==> src/rtl/mux_scan_sequencer.sv <==
// mux_scan_sequencer: walks a 4-to-1 mux through channels 0..3 after a start
// request, waits SETTLE_CYCLES on each channel, samples the mux output, and
// publishes the 4-bit word with a one-cycle done pulse.
// Optional feature macro: MUX_SCAN_CHANGE_DETECT_EN adds changeMask/changed,
// reporting which bits differ from the previous completed scan.
module mux_scan_sequencer #(
  parameter int unsigned SETTLE_CYCLES = 2  // legal range 1..15
) (
  input  logic       clock,
  input  logic       resetN,
  input  logic       start,
  input  logic       abortScan,
  input  logic       muxY,
  output logic       muxEnableN,
  output logic [1:0] signal,
  output logic       busy,
  output logic       done,
`ifdef MUX_SCAN_CHANGE_DETECT_EN
  output logic [3:0] changeMask,
  output logic       changed,
`endif
  output logic [3:0] scanData
);

  typedef enum logic [1:0] {
    IDLE   = 2'd0,
    SETTLE = 2'd1,
    SAMPLE = 2'd2,
    DONE   = 2'd3
  } state_t;

  // Counter reload: SETTLE lasts exactly SETTLE_CYCLES cycles because it
  // exits on the edge where the counter is already zero.
  localparam logic [3:0] CNT_RELOAD = 4'(SETTLE_CYCLES - 1);

  state_t     state_q;
  logic [3:0] cnt_q;
  logic [3:0] shadow_q;
  logic       mux_en_n_q;
  logic [1:0] signal_q;
  logic       busy_q;
  logic       done_q;
  logic [3:0] scan_data_q;

  // Final word as it stands at the DONE-entry edge: channel 3 is being
  // sampled on that same edge, so its bit comes straight from muxY.
  logic [3:0] shadow_final_d;
  assign shadow_final_d = {muxY, shadow_q[2:0]};

`ifdef MUX_SCAN_CHANGE_DETECT_EN
  logic [3:0] prev_data_q;
  logic [3:0] change_mask_q;
  logic       changed_q;
  logic [3:0] change_mask_d;
  assign change_mask_d = shadow_final_d ^ prev_data_q;
`endif

  // Scan sequencer FSM with all outputs registered.
  always_ff @(posedge clock) begin
    if (!resetN) begin
      state_q     <= IDLE;
      cnt_q       <= 4'd0;
      shadow_q    <= 4'd0;
      mux_en_n_q  <= 1'b1;
      signal_q    <= 2'd0;
      busy_q      <= 1'b0;
      done_q      <= 1'b0;
      scan_data_q <= 4'd0;
`ifdef MUX_SCAN_CHANGE_DETECT_EN
      prev_data_q   <= 4'd0;
      change_mask_q <= 4'd0;
      changed_q     <= 1'b0;
`endif
    end else begin
      // Pulses default low; only the DONE-entry edge raises them.
      done_q <= 1'b0;
`ifdef MUX_SCAN_CHANGE_DETECT_EN
      changed_q <= 1'b0;
`endif
      unique case (state_q)
        IDLE: begin
          // Abort held in IDLE takes priority over a start request.
          if (start && !abortScan) begin
            state_q    <= SETTLE;
            signal_q   <= 2'd0;
            mux_en_n_q <= 1'b0;
            busy_q     <= 1'b1;
            cnt_q      <= CNT_RELOAD;
          end
        end
        SETTLE: begin
          if (abortScan) begin
            state_q    <= IDLE;
            mux_en_n_q <= 1'b1;
            signal_q   <= 2'd0;
            busy_q     <= 1'b0;
          end else if (cnt_q == 4'd0) begin
            state_q <= SAMPLE;
          end else begin
            cnt_q <= cnt_q - 4'd1;
          end
        end
        SAMPLE: begin
          if (abortScan) begin
            // An abort on the final sample edge discards the scan entirely:
            // no done, and no published or change-detect state moves.
            state_q    <= IDLE;
            mux_en_n_q <= 1'b1;
            signal_q   <= 2'd0;
            busy_q     <= 1'b0;
          end else begin
            shadow_q[signal_q] <= muxY;
            if (signal_q != 2'd3) begin
              signal_q <= signal_q + 2'd1;
              cnt_q    <= CNT_RELOAD;
              state_q  <= SETTLE;
            end else begin
              state_q     <= DONE;
              done_q      <= 1'b1;
              scan_data_q <= shadow_final_d;
`ifdef MUX_SCAN_CHANGE_DETECT_EN
              change_mask_q <= change_mask_d;
              changed_q     <= |change_mask_d;
              prev_data_q   <= shadow_final_d;
`endif
            end
          end
        end
        DONE: begin
          // DONE always lasts one cycle; an abort here ends it the same way.
          state_q    <= IDLE;
          mux_en_n_q <= 1'b1;
          signal_q   <= 2'd0;
          busy_q     <= 1'b0;
        end
        default: begin
          state_q    <= IDLE;
          mux_en_n_q <= 1'b1;
          signal_q   <= 2'd0;
          busy_q     <= 1'b0;
        end
      endcase
    end
  end

  assign muxEnableN = mux_en_n_q;
  assign signal     = signal_q;
  assign busy       = busy_q;
  assign done       = done_q;
  assign scanData   = scan_data_q;
`ifdef MUX_SCAN_CHANGE_DETECT_EN
  assign changeMask = change_mask_q;
  assign changed    = changed_q;
`endif

endmodule

==> config.mk <==
export PLATFORM = sky130hd
export DESIGN_NAME = mux_scan_sequencer
export DESIGN_NICKNAME = d
export VERILOG_FILES = /design/src/rtl/mux_scan_sequencer.sv
export SDC_FILE = /design/constraint.sdc
export NUM_CORES = 1
export LEC_CHECK = 0
export ABC_CLOCK_PERIOD_IN_PS = 4400
export CAP_MARGIN = 25
export CORE_UTILIZATION = 45
export DETAILED_ROUTE_END_ITERATION = 10
export HOLD_SLACK_MARGIN = 0.02
export PLACE_DENSITY = 0.68
export SYNTH_ARGS = -nofsm -noshare
export SYNTH_HDL_FRONTEND = slang
export SYNTH_SLANG_ARGS = --single-unit
==> constraint.sdc <==
create_clock -name clock -period 4.4 [get_ports clock]
set_input_delay 0.44 -clock clock [delete_from_list [all_inputs] [get_ports clock]]
set_output_delay 0.44 -clock clock [all_outputs]
set_load 0.05 [all_outputs]
==> flow_summary.ini, run 1 <==
[min_path]
min-delay-start = scanData[2]
worstHoldPathType = register to register
whs_path_depth = 2
min_to = scanData[2]

[die]
die_h_um = 48.2
row_count = 16
die_w_um = 48.2
die_area_mm2 = 0.00232
start_util = 0.485
coreArea_mm2 = 0.00198
io_pins = 14

[clock_tree]
cts_tree = done
cts_made_buffers = 3
cts_setup_buffers = 0
cts-root-buf = clkbuf_4
clk_path_buf_depth = 2
clkSinkCount = 18
cts_hold_buf = 0
insertion_delay_ns = 0.28
htree_levels = 1
cts.clk_slew.worst_paths_ns = 0.11
cts-resized-gates = 0

[power_and_ir_drop]
peakVddDrop_mv = 0.227
power_density_mw_per_mm2 = 386
leakage_nw = 0.443

[placed_design]
placed_area_mm2 = 0.00112
gp_congestion = 0.749
numPortBuffers = 13
hpwl_um = 1320

[cells_and_area]
antenna_cells = 0
area_growth_pct = 20.1
num-nets-final = 145
register_area_um2 = 360
drive_gt1_frac = 0.0630
multi_input_area_um2 = 563
finalInstanceArea_mm2 = 0.00115
num-fill-cells = 183

[timing]
worstMarginPinSlew_ns = 0.844
final.min_clock_period_ns = 1.98
rsz0062_at_grt = false
slew_headroom = 0.436
min_period_over_period = 0.449
fin_skew_ns = 0.00182
max_freq_mhz = 506
setup_tns_ns = 0
finalMaxSlewViolations = 0
finalHoldViolations = 0
setup_viol_count_final = 0

[synthesis]
synth_compound_area_frac = 0.174
netlist_top_cells_area = dfxtp_1 38%, ha_1 16%, nand2_1 7.4%
synth-adder-area-share = 0.156
yosysWarnings = 0
synth.most_common_cell = nand2_1
ys_types = 31
synth_top_family_by_area = simple AND/OR/NAND/NOR gates
ys_top_cells_by_count = 19 x nand2_1, 18 x dfxtp_1, 14 x a21oi_1, 12 x ha_1
ys_ff_latch = 18
synth_xor_area_frac = 0
synth-main-ff-cell = dfxtp_1
synth_fp_nets = 129
ys_seq_area_frac = 0.375
synth_simple_gate_area_share = 0.224
synth_edf_count = 0
avgSynthCellArea_um2 = 8.58
synth_area_um2 = 961
muxShareOfSynthArea = 0.0313
async_flop_share = 0
yosysTopAreaCellShare = 0.375
netlist_instances = 112
yosysTopAreaCell = dfxtp_1

[route]
drc = 0
vias_per_cell = 5.06
drt-wirelength-per-cell_um = 11.3
dr.first_iter.drc_count = 8
ant_nets = 0
first_pass_iters = 4
routed_wl_um = 1750
vias = 780

[global_route]
overflow = 0
grt.total_usage = 0.160
antenna_found_initial = 0
grt_start_max_net_pins = 18
grt_pass1_vias = 604
grt_pass1_wl_um = 2620

[critical_path]
crit_type = register to output pin
crit_required_ns = 3.96
crit_fanout = 5
r2r-end = scanData[3]
reg2reg_from = state_q[0]
r2r_cells = 6
worst_setup_path_end_kind = output pin
cp_cell_sequence = clkdlybuf4s50_1
startpoint = signal[1]
cpMaxStageDelayCell = clkdlybuf4s50_1
worst_path_largest_cell_delay_ns = 0.83
worst_ep_arrival_time_ns = 1.54
cp_top_family = buffers and inverters
cp-start-kind = register
critPathBufInv = 1
r2r_slack_ns = 2.44

[flow_run]
cap_violations = 0

[status]
outcome = completed
-- per-stage QoR --
stage	worst slack, ns	total power [mW]	hold WS [ns]	instances	util
after global placement	2.24	0.346	0.444	150	0.564
final	2.42	0.446	0.462	154	0.582
after floorplan	2.52	0.310	0.437	112	-
after global routing	2.28	0.479	0.489	154	0.582
after detailed placement	2.16	0.349	0.446	150	0.564
after CTS	2.41	0.450	0.462	154	0.582
-- how the worst max path moves through the flow --
stage / endpoint / slack, ns / depth (start not counted)
2_1_floorplan: cnt_q[0] / 2.52 / 5
3_3_place_gp: scanData[0] / 2.24 / 5
3_5_place_dp: scanData[1] / 2.16 / 5
6_report: signal[1] / 2.42 / 1
5_1_grt: scanData[0] / 2.28 / 6
4_1_cts: signal[1] / 2.41 / 1
-- tightest hold or removal path, cell delays in order (launching register included) --
cell and delay [ns]:
dfxtp_1 0.32, nand2_1 0.05, a21oi_1 0.05
-- sequential cells by signal, indices dropped and copies added (netlist names) --
| signal | count |
|---|---|
| signal | 2 |
| cnt_q | 4 |
| scanData | 4 |
| busy | 1 |
| shadow_q | 3 |
| done | 1 |
| muxEnableN | 1 |
| state_q | 2 |
-- cell families after synthesis --
logic type | after synthesis
flip-flops | 18
AO/OA/AOI/OAI | 26
multiplexers | 3
AND/OR/NAND/NOR | 43
adder cells (fa/ha/maj) | 12
buffers and inverters | 10
-- area by class of cell --
class	count	area share
sequential	18	0.312
timing repair buffer	13	0.113
tap	27	0.0293
multi-input combinational	84	0.488
clock buffer	4	0.0315
inverter	8	0.0260
-- report_power, final --
part	internal (mW)	leakage, nW	switching [mW]	total (mW)
combinational	0.0665	0.276	0.0892	0.156
sequential	0.178	0.146	0.0115	0.189
clock	0.0503	0.0210	0.0506	0.101
-- routing by layer --
layer	GRT usage	part of all wire
met3	0.0333	0.028
met4	0.0333	0.0069
met1	0.220	0.50
met5	0	0
met2	0.259	0.46
-- placed cells by master, fill, tap and decap left out, types with 2 or more instances in the layout --
cell type / netlist / final
or3_1: 2 / 2
nand2_1: 19 / 19
inv_1: 7 / 7
ha_1: 12 / 12
o21ai_1: 2 / 2
clkbuf_4: 0 / 3
mux2i_1: 3 / 3
nor2b_1: 2 / 2
a21oi_1: 14 / 14
nand3_1: 7 / 7
dfxtp_1: 18 / 18
nor2_1: 5 / 5
clkdlybuf4s50_1: 0 / 13
(Power assumes the default switching activity.)
==> run 2, diff against run 1 <==
--- a/config.mk
+++ b/config.mk
@@ -5,12 +5,12 @@
 export SDC_FILE = /design/constraint.sdc
 export NUM_CORES = 1
 export LEC_CHECK = 0
-export ABC_CLOCK_PERIOD_IN_PS = 4400
+export ABC_CLOCK_PERIOD_IN_PS = 1600
 export CAP_MARGIN = 25
 export CORE_UTILIZATION = 45
 export DETAILED_ROUTE_END_ITERATION = 10
 export HOLD_SLACK_MARGIN = 0.02
-export PLACE_DENSITY = 0.68
+export PLACE_DENSITY = 0.71
 export SYNTH_ARGS = -nofsm -noshare
 export SYNTH_HDL_FRONTEND = slang
 export SYNTH_SLANG_ARGS = --single-unit
==> constraint.sdc (replaced) <==
create_clock -name clock -period 1.6 [get_ports clock]
set_input_delay 0.16 -clock clock [delete_from_list [all_inputs] [get_ports clock]]
set_output_delay 0.16 -clock clock [all_outputs]
set_load 0.05 [all_outputs]
==> run 2 against run 1 <==
  * The run now ends with setup timing left
  * Global-route usage grew 5.1 points
  * Combinational power rose to 4.2 times the previous value
  * Wire length increased by 31%
  * Cell count is 14% higher
  * Count of clock-buffer cells in the layout did not move
  * Sequential power rose to 2.8 times the previous value
==> flow_summary.ini, run 2 (synthesized netlist as in run 1, its figures left out) <==
[status]
outcome = complete, but fails checks
failed_checks = setup timing

[timing]
rsz0062_at_grt = true
worstMarginPinSlew_ns = 0.504
max_freq_mhz = 618
finalHoldViolations = 0
setup_tns_ns = -0.0327
min_period_over_period = 1.01
finalMaxSlewViolations = 0
timing.final.ws_setup_ns = -0.0185
slew_headroom = 0.663
setup_viol_count_final = 2
fin_skew_ns = 0.00654
final.min_clock_period_ns = 1.62

[route]
vias_per_cell = 5.14
drt-wirelength-per-cell_um = 13.0
ant_nets = 0
dr.first_iter.drc_count = 18
routed_wl_um = 2280
drc = 0
vias = 899
first_pass_iters = 4

[die]
row_count = 16
start_util = 0.485
die_w_um = 48.2
coreArea_mm2 = 0.00198
die_area_mm2 = 0.00232
io_pins = 14
die_h_um = 48.2

[flow_run]
cap_violations = 0

[min_path]
min-delay-start = scanData[3]
worstHoldPathType = register to register
min_to = scanData[3]
whs_path_depth = 2

[placed_design]
gp_congestion = 0.808
numPortBuffers = 13
dp.cells = 166
placed_area_mm2 = 0.00125
hpwl_um = 1640

[cells_and_area]
layout_commonest_cell = buf_4
layout_common_cells = 27 x buf_4, 19 x nand2_1, 13 x dfxtp_1
area_growth_pct = 46.2
num-nets-final = 166
stdcell_count = 175
register_area_um2 = 377
num-fill-cells = 148
antenna_cells = 0
finalInstanceArea_mm2 = 0.00141
multi_input_area_um2 = 656
drive_gt1_frac = 0.392

[global_route]
antenna_found_initial = 0
grt_pass1_wl_um = 3460
grt.total_usage = 0.212
grt_start_max_net_pins = 15
overflow = 0
grt_pass1_vias = 861

[clock_tree]
cts.clk_slew.worst_paths_ns = 0.09
cts-root-buf = clkbuf_4
insertion_delay_ns = 0.29
clk_path_buf_depth = 2
cts_tree = done
clkSinkCount = 18
cts_made_buffers = 3
htree_levels = 1
cts_hold_buf = 0

[power_and_ir_drop]
power_density_mw_per_mm2 = 1010
p_total_mw = 1.42
peakVddDrop_mv = 0.627
leakage_nw = 0.585

[critical_path]
worst_setup_path_end_kind = register
crit_type = register to register
crit_required_ns = 1.80
reg2reg_from = state_q[1]
crit_fanout = 4
r2r_cells = 7
r2r-end = cnt_q[3]
worst_ep_arrival_time_ns = 1.82
r2r_slack_ns = -0.02
cp-start-kind = register
==> run 2: area by class of cell <==
type	count	share of cell area
multi-input combinational	84	0.467
clock buffer	4	0.0187
tap	27	0.0240
inverter	8	0.0249
timing repair buffer	34	0.198
sequential	18	0.268
==> run 2: timing repair <==
action                                  in CTS  in global routing
endpoints found under the setup margin       3                  9
gates resized for setup                      9                 15
gates cloned                                 0                  0
pin swaps                                    6                  1
setup buffers                                5                  0
==> run 2: layer usage <==
layer / wire length, um / global-route usage / vias to the layer above
met4: 15 / 0.0833 / 0
met2: 1200 / 0.373 / 17
met5: 0 / 0 / -
li1: - / - / 462
met1: 1000 / 0.245 / 418
met3: 58 / 0.0481 / 2
==> run 2: through the flow <==
step	utilization	setup WS, ns	hold slack, ns
3_5_place_dp	0.632	-0.115	0.448
6_report	0.709	-0.0185	0.461
5_1_grt	0.709	-0.0686	0.496
3_3_place_gp	0.632	-0.0417	0.445
4_1_cts	0.678	-0.0526	0.463
2_1_floorplan	-	-0.0283	0.240
==> run 2: worst max-delay path, stage by stage (launching register included) <==
cell	delay, ns
dfxtp_4	0.40
inv_4	0.05
ha_4	0.15
o21a_1	0.17
a211o_1	0.30
buf_6	0.13
buf_6	0.11
o32ai_2	0.23
==> run 2: where the power goes <==
part	leakage, nW	total, mW	switching (mW)	internal [mW]
clock	0.0150	0.229	0.132	0.0967
combinational	0.420	0.654	0.328	0.326
sequential	0.149	0.534	0.0425	0.492
total	0.585	1.42	0.503	0.914
==> run 2: worst max-delay path by stage <==
stage	slack [ns]	end	startpoint
CTS	-0.05	cnt_q[1]	state_q[0]
global route	-0.07	cnt_q[3]	state_q[1]
detailed placement	-0.11	cnt_q[1]	abortScan
finish	-0.02	cnt_q[3]	state_q[1]
global placement	-0.04	cnt_q[0]	abortScan
floorplan	-0.03	cnt_q[0]	signal[1]
